==> config.mk <==
export PLATFORM = sky130hd
export DESIGN_NAME = spi_apb_sequencer
export DESIGN_NICKNAME = d
export VERILOG_FILES = /design/src/rtl/spi_apb_sequencer.sv
export SDC_FILE = /design/constraint.sdc
export NUM_CORES = 1
export LEC_CHECK = 0
export CAP_MARGIN = 10
export CORE_MARGIN = 1.5
export CORE_UTILIZATION = 48
export CTS_CLUSTER_SIZE = 14
export DETAILED_ROUTE_END_ITERATION = 6
export PLACE_DENSITY = 0.95
export REMOVE_ABC_BUFFERS = 1
export SYNTH_ARGS = -nofsm -noshare
export SYNTH_HDL_FRONTEND = slang
export SYNTH_SLANG_ARGS = --single-unit
==> constraint.sdc <==
create_clock -name PCLK -period 6.3 [get_ports PCLK]
set_input_delay 1.26 -clock PCLK [delete_from_list [all_inputs] [get_ports PCLK]]
set_output_delay 1.26 -clock PCLK [all_outputs]
set_load 0.05 [all_outputs]
==> src/rtl/spi_apb_sequencer.sv <==
// spi_apb_sequencer: APB master that initialises a CoreSPI instance and then runs
// SPI transactions for NREQ fabric requesters under round-robin arbitration.
// For each granted request it selects the slave, streams len bytes (TXDATA write,
// wait for SPIRXAVAIL, RXDATA read), then deselects the slave.
//
// Ports
//   PCLK, PRESET      clock and synchronous active-high reset
//   req_valid/ready   per-requester request and one-cycle grant pulse
//   req_ss, req_len   slave index and byte count, sampled on grant (len 0 -> 1)
//   tx_data, tx_ack   per-requester TX byte and consume pulse
//   rx_data, rx_valid received byte (shared) and per-requester valid pulse
//   done, err, busy   completion pulse, abort flag with done, activity
//   M_P*              APB master port towards CoreSPI
//   SPIRXAVAIL        CoreSPI RX FIFO not empty
module spi_apb_sequencer #(
    parameter int unsigned NREQ        = 2,
    parameter logic [6:0]  ADDR_CTRL   = 7'h00,
    parameter logic [6:0]  ADDR_RXDATA = 7'h08,
    parameter logic [6:0]  ADDR_TXDATA = 7'h0C,
    parameter logic [6:0]  ADDR_SSEL   = 7'h24,
    parameter logic [7:0]  CTRL_INIT   = 8'h03,
    parameter int unsigned TIMEOUT_CYC = 1024
) (
    input  logic              PCLK,
    input  logic              PRESET,
    input  logic [NREQ-1:0]   req_valid,
    output logic [NREQ-1:0]   req_ready,
    input  logic [3*NREQ-1:0] req_ss,
    input  logic [8*NREQ-1:0] req_len,
    input  logic [8*NREQ-1:0] tx_data,
    output logic [NREQ-1:0]   tx_ack,
    output logic [7:0]        rx_data,
    output logic [NREQ-1:0]   rx_valid,
    output logic [NREQ-1:0]   done,
    output logic              err,
    output logic              busy,
    output logic [6:0]        M_PADDR,
    output logic              M_PSEL,
    output logic              M_PENABLE,
    output logic              M_PWRITE,
    output logic [7:0]        M_PWDATA,
    input  logic [7:0]        M_PRDATA,
    input  logic              M_PREADY,
    input  logic              M_PSLVERR,
    input  logic              SPIRXAVAIL
);

    localparam int unsigned IW = (NREQ > 2) ? 2 : 1;
    localparam int unsigned TW = $clog2(TIMEOUT_CYC + 1);

    typedef enum logic [3:0] {
        StInitCtrl, StInitSsel, StIdle, StSel, StTx, StWaitRx, StRx, StDesel, StDone
    } state_e;

    state_e          state_q, state_d;
    logic            phase_q, phase_d;   // 0: APB setup cycle, 1: APB access cycle(s)
    logic [IW-1:0]   idx_q, idx_d;
    logic [IW-1:0]   rr_q, rr_d;
    logic [2:0]      ss_q, ss_d;
    logic [7:0]      cnt_q, cnt_d;
    logic [TW-1:0]   tmo_q, tmo_d;
    logic            abort_q, abort_d;

    logic            gnt_found;
    logic [IW-1:0]   gnt_idx;
    logic [IW-1:0]   pos;
    logic [7:0]      gnt_len;
    logic            acc_done;

    // Round-robin search starting at rr_q.
    always_comb begin
        gnt_found = 1'b0;
        gnt_idx   = '0;
        pos       = '0;
        for (int k = 0; k < int'(NREQ); k++) begin
            pos = IW'((int'(rr_q) + k) % int'(NREQ));
            if (!gnt_found && req_valid[pos]) begin
                gnt_found = 1'b1;
                gnt_idx   = pos;
            end
        end
    end

    assign gnt_len  = req_len[8*int'(gnt_idx) +: 8];
    // Only meaningful in APB states; phase_q is held low everywhere else.
    assign acc_done = phase_q & M_PREADY;

    always_comb begin
        state_d   = state_q;
        idx_d     = idx_q;
        rr_d      = rr_q;
        ss_d      = ss_q;
        cnt_d     = cnt_q;
        tmo_d     = tmo_q;
        abort_d   = abort_q;
        M_PSEL    = 1'b0;
        M_PWRITE  = 1'b0;
        M_PADDR   = '0;
        M_PWDATA  = '0;
        req_ready = '0;
        tx_ack    = '0;
        rx_valid  = '0;
        rx_data   = '0;
        done      = '0;
        err       = 1'b0;

        unique case (state_q)
            StInitCtrl: begin
                M_PSEL   = 1'b1;
                M_PWRITE = 1'b1;
                M_PADDR  = ADDR_CTRL;
                M_PWDATA = CTRL_INIT;
                if (acc_done) state_d = StInitSsel;
            end
            StInitSsel: begin
                M_PSEL   = 1'b1;
                M_PWRITE = 1'b1;
                M_PADDR  = ADDR_SSEL;
                if (acc_done) state_d = StIdle;
            end
            StIdle: begin
                if (gnt_found) begin
                    req_ready[gnt_idx] = 1'b1;
                    idx_d   = gnt_idx;
                    ss_d    = req_ss[3*int'(gnt_idx) +: 3];
                    cnt_d   = (gnt_len == 8'd0) ? 8'd1 : gnt_len;
                    abort_d = 1'b0;
                    state_d = StSel;
                end
            end
            StSel: begin
                M_PSEL   = 1'b1;
                M_PWRITE = 1'b1;
                M_PADDR  = ADDR_SSEL;
                M_PWDATA = 8'h01 << ss_q;
                if (acc_done) begin
                    if (M_PSLVERR) begin
                        abort_d = 1'b1;
                        state_d = StDesel;
                    end else begin
                        state_d = StTx;
                    end
                end
            end
            StTx: begin
                M_PSEL   = 1'b1;
                M_PWRITE = 1'b1;
                M_PADDR  = ADDR_TXDATA;
                M_PWDATA = tx_data[8*int'(idx_q) +: 8];
                if (acc_done) begin
                    tx_ack[idx_q] = 1'b1;
                    tmo_d         = '0;
                    if (M_PSLVERR) begin
                        abort_d = 1'b1;
                        state_d = StDesel;
                    end else begin
                        state_d = StWaitRx;
                    end
                end
            end
            StWaitRx: begin
                if (SPIRXAVAIL) begin
                    state_d = StRx;
                end else if (tmo_q == TW'(TIMEOUT_CYC)) begin
                    abort_d = 1'b1;
                    state_d = StDesel;
                end else begin
                    tmo_d = tmo_q + 1'b1;
                end
            end
            StRx: begin
                M_PSEL  = 1'b1;
                M_PADDR = ADDR_RXDATA;
                if (acc_done) begin
                    if (M_PSLVERR) begin
                        abort_d = 1'b1;
                        state_d = StDesel;
                    end else begin
                        rx_valid[idx_q] = 1'b1;
                        rx_data         = M_PRDATA;
                        cnt_d           = cnt_q - 8'd1;
                        state_d         = (cnt_q == 8'd1) ? StDesel : StTx;
                    end
                end
            end
            StDesel: begin
                M_PSEL   = 1'b1;
                M_PWRITE = 1'b1;
                M_PADDR  = ADDR_SSEL;
                if (acc_done) state_d = StDone;
            end
            StDone: begin
                done[idx_q] = 1'b1;
                err         = abort_q;
                abort_d     = 1'b0;
                rr_d        = (idx_q == IW'(NREQ - 1)) ? '0 : idx_q + 1'b1;
                state_d     = StIdle;
            end
            default: state_d = StInitCtrl;
        endcase

        // Setup cycle always advances to access; access holds until PREADY.
        phase_d   = M_PSEL & (~phase_q | ~M_PREADY);
        M_PENABLE = M_PSEL & phase_q;

        // Outputs read as idle the whole time reset is applied.
        if (PRESET) begin
            M_PSEL    = 1'b0;
            M_PENABLE = 1'b0;
            M_PWRITE  = 1'b0;
            M_PADDR   = '0;
            M_PWDATA  = '0;
            req_ready = '0;
            tx_ack    = '0;
            rx_valid  = '0;
            rx_data   = '0;
            done      = '0;
            err       = 1'b0;
        end
    end

    assign busy = (state_q != StIdle) | gnt_found;

    always_ff @(posedge PCLK) begin
        if (PRESET) begin
            state_q <= StInitCtrl;
            phase_q <= 1'b0;
            idx_q   <= '0;
            rr_q    <= '0;
            ss_q    <= '0;
            cnt_q   <= '0;
            tmo_q   <= '0;
            abort_q <= 1'b0;
        end else begin
            state_q <= state_d;
            phase_q <= phase_d;
            idx_q   <= idx_d;
            rr_q    <= rr_d;
            ss_q    <= ss_d;
            cnt_q   <= cnt_d;
            tmo_q   <= tmo_d;
            abort_q <= abort_d;
        end
    end

endmodule

==> impl_summary.txt <==
----------------------------------------------------
[Status]
  Outcome ... completed

[Hold path]
  Number of instances on the worst hold path ... 2
  Path class of the lowest-slack min-delay path ... flop to flop

[Yosys]
  Share of flip-flops with an asynchronous set or reset ... 0%
  Count of flip-flops with a built-in enable after synthesis ... 0
  Post-synthesis sequential area ratio ... 25.2%
  Per-instance average area after synthesis ... 7.32 um2
  Prevailing post-synth register cell ... sky130_fd_sc_hd__dfxtp_1
  Post-synthesis cell area ... 2380 um2
  Post-Syn Instances ... 325
  Number of register bits inferred by synthesis ... 30
  Library cells used by synthesis ... 53
  Yosys warning count ... 0

[Cells and area]
  Most used cells in the layout excluding fill and tap cells ... sky130_fd_sc_hd__clkdlybuf4s50_1 (84), sky130_fd_sc_hd__nor2_1 (45), sky130_fd_sc_hd__dfxtp_1 (30)
  Nets ... approximately 450
  Layout overhead on the synthesized area ... 39.4%
  Footprint of the flip-flops and latches ... 601 um2
  Share of post-route cells with drive strength above 1 ... 4.52%
  Most common cell after layout, fill and taps aside ... sky130_fd_sc_hd__clkdlybuf4s50_1
  Antenna Diode Count ... 0
  # fillers ... 402
  Area of the multi-input gates ... 1620 um2

[Placement]
  Worst setup timing slack at the placement stage ... 1.07 ns
  IO buf count ... 84
  Post-detail-place hpwl ... 5.28 mm
  Weighted congestion at the end of routability-driven global placement ... 0.894

[STA]
  Final hold vios ... 0
  Total Neg Setup Slack ... 0 ns
  Slew @ Worst Pin ... 0.705 ns
  Min cycle time layout ... ~4.9 ns
  Unrepaired setup endpoints after global routing ... no
  Final worst-path setup slack ... approximately 1.4 ns
  Clock skew ... 0.00688 ns
  Maximum clock rate ... 203 MHz
  Final slew viol count ... 0
  Slew HR ... 52.7%
  Number of endpoints failing setup at the final stage ... 0
  Final worst-path cycle share ... 78.1%

[Floorplan]
  Placeable core region ... 4750 um2
  Cell Rows ... 25
  X dimension of the die ... 73.4 um
  I/O pin count ... between 80 and 90
  Starting Density ... 50.1%
  Die Outline Area ... 5390 um2
  Floorplan die height ... 73.4 um

[Critical path]
  Worst Path Arrival ... 3.66 ns
  Number of cells on the critical path ... 6
  Type of element launching the critical path ... input port
  Cells along the critical path ... clkdlybuf4s50_1 > nor2b_1 > nand2b_1 > nand2_1 > nor2_1 > clkdlybuf4s50_1
  Flop-to-flop setup slack ... between 3 and 4 ns
  Worst stage delay on the critical path ... 0.82 ns
  Cell family contributing the most delay on the critical path ... buffers and inverters
  Number of buffer and inverter stages on the critical path ... 2
  Number of cells on the worst reg-to-reg path ... 5
  Required time worst endpoint ... just over 5 ns
  Crit-path max FO ... 13
  WS Path Type ... input port to output pin
  Cell with the most instances on the worst path ... sky130_fd_sc_hd__clkdlybuf4s50_1
  Cell at the slowest stage of the critical path ... sky130_fd_sc_hd__clkdlybuf4s50_1
  Setup crit end kind ... output pin

[Drt]
  Final wirelength ... 7.02 mm
  Antenna viol nets, final ... 0
  Via Count ... 2710
  Drt pass-1 iters ... 5
  Routed WL per cell ... about 15 um
  Number of remaining DRC errors ... 0
  Via/cell ratio ... 5.83
  Violation count after the first detailed-route iteration ... about 170

[Clock tree]
  # Post-CTS Setup Buffers ... 0
  Htree depth ... 2
  Clk Latency, worst-skew pair ... 0.28 ns
  Clock transition at path regs ... ~0.060 ns
  Root Buffer ... sky130_fd_sc_hd__clkbuf_8
  Clock tree from TritonCTS ... done
  Number of clock sinks ... 30
  Max Buffers Root-to-Sink ... 2
  Number of hold buffers added after CTS ... 0
  Num CTS Buffers ... 5
  Post-CTS sizing ... 0

[Global routing]
  Number of antenna violations at the first check in global routing ... 0
  Overflow after GRT ... 0
  First-pass GRT wire length ... 11.5 mm
  Global Route Usage Sum ... 26.9%
  Vias in the first global route ... ~2.6k
  Largest net degree at the start of global routing ... 29

[Power]
  IR Drop Worst-Case VDD ... 0.134 mV
  Power density over cell area ... 209 nW/um2
  Reported leakage power ... roughly 1.2 nW

[Job]
  Max-capacitance violation count ... 0

----------------------------------------------------
==> layout make-up <==
cell class,instances,share of cell area (%)
Clock inverter,1,0.905
Multi-Input combinational cell,260,48.7
Clock buffer,7,2.30
Timing Repair Buffer,87,26.0
Sequential cell,30,18.1
Tap cell,67,2.53
Inverter,13,1.47
==> flip-flops by register name, summed over array words and instances (netlist names) <==
name	cells
idx_q	1
phase_q	1
state_q	4
abort_q	1
cnt_q	8
ss_q	3
tmo_q	11
rr_q	1
==> cell usage after synthesis (4+ instances only) <==
cell type	number	area share [%]
sky130_fd_sc_hd__inv_1	13	2.1
sky130_fd_sc_hd__a31oi_1	7	1.8
sky130_fd_sc_hd__nand2_1	22	3.5
sky130_fd_sc_hd__o32a_1	4	1.7
sky130_fd_sc_hd__a21oi_1	28	5.9
sky130_fd_sc_hd__a211o_1	5	1.8
sky130_fd_sc_hd__clkbuf_1	10	1.6
sky130_fd_sc_hd__ha_1	4	2.1
sky130_fd_sc_hd__xor2_1	4	1.5
sky130_fd_sc_hd__dfxtp_1	30	25
sky130_fd_sc_hd__nor4_1	6	1.6
sky130_fd_sc_hd__mux2i_1	16	6.7
sky130_fd_sc_hd__nand3_1	5	1.1
sky130_fd_sc_hd__o21ai_0	17	3.6
sky130_fd_sc_hd__and2_1	12	3.2
sky130_fd_sc_hd__buf_2	7	1.5
sky130_fd_sc_hd__buf_4	4	1.3
sky130_fd_sc_hd__nor3_1	16	3.4
sky130_fd_sc_hd__o211ai_1	7	2.2
sky130_fd_sc_hd__or4b_1	4	1.7
sky130_fd_sc_hd__and3_1	4	1.1
sky130_fd_sc_hd__nand2b_1	4	1.1
sky130_fd_sc_hd__nor2_1	45	7.1
==> where the power goes <==
part / leakage, nW / switching (mW) / internal [mW]
Combinational: 0.864 / 0.150 / 0.115
Sequential: 0.243 / 0.0334 / 0.206
Clock: 0.0524 / 0.0704 / 0.118
Total: 1.16 / 0.254 / 0.438
==> cell families after synthesis <==
group                    Yosys count  synth area share, %
AO/OA/AOI/OAI                     84                 23.6
XOR/XNOR                           7                 2.58
adder cells (fa/ha/maj)            4                 2.10
buffers and inverters             38                 7.31
flip-flops                        30                 25.2
multiplexers                      17                 7.20
other                              1                0.158
AND/OR/NAND/NOR                  144                 31.9
==> worst paths after layout <==
check                             startpoint            to
worst max-delay path            req_valid[0]  req_ready[0]
worst min-delay path                cnt_q[6]      cnt_q[6]
worst max register to register    state_q[2]      cnt_q[7]
worst min register to register      cnt_q[6]      cnt_q[6]
==> through the flow <==
stage	instance area [um2]	std cells	hold WS, ns	power [mW]	util, %
after detailed placement	3210	456	0.467	0.502	67.4
after CTS	3310	464	0.475	0.690	69.7
after global routing	3320	465	0.505	0.728	69.8
after global placement	3210	456	0.458	0.494	67.4
final	3320	465	0.484	0.692	69.8
after floorplan	2270	303	0.443	0.405	-
==> worst min-delay path: cells and delay by family, from the launching register on <==
kind	cells	cell delay [ns]
flops	1	0.31
compound gates	2	0.13
==> metal layers <==
metal  global-route usage (%)  vias up  routed length, um
met2                     47.7      136               3500
met4                     10.1        0                159
met3                     5.62       15                568
met1                     31.7     1242               2800
met5                        0        -                  0
li1                         -     1317                  -
Power figures use the tool's default switching activity.
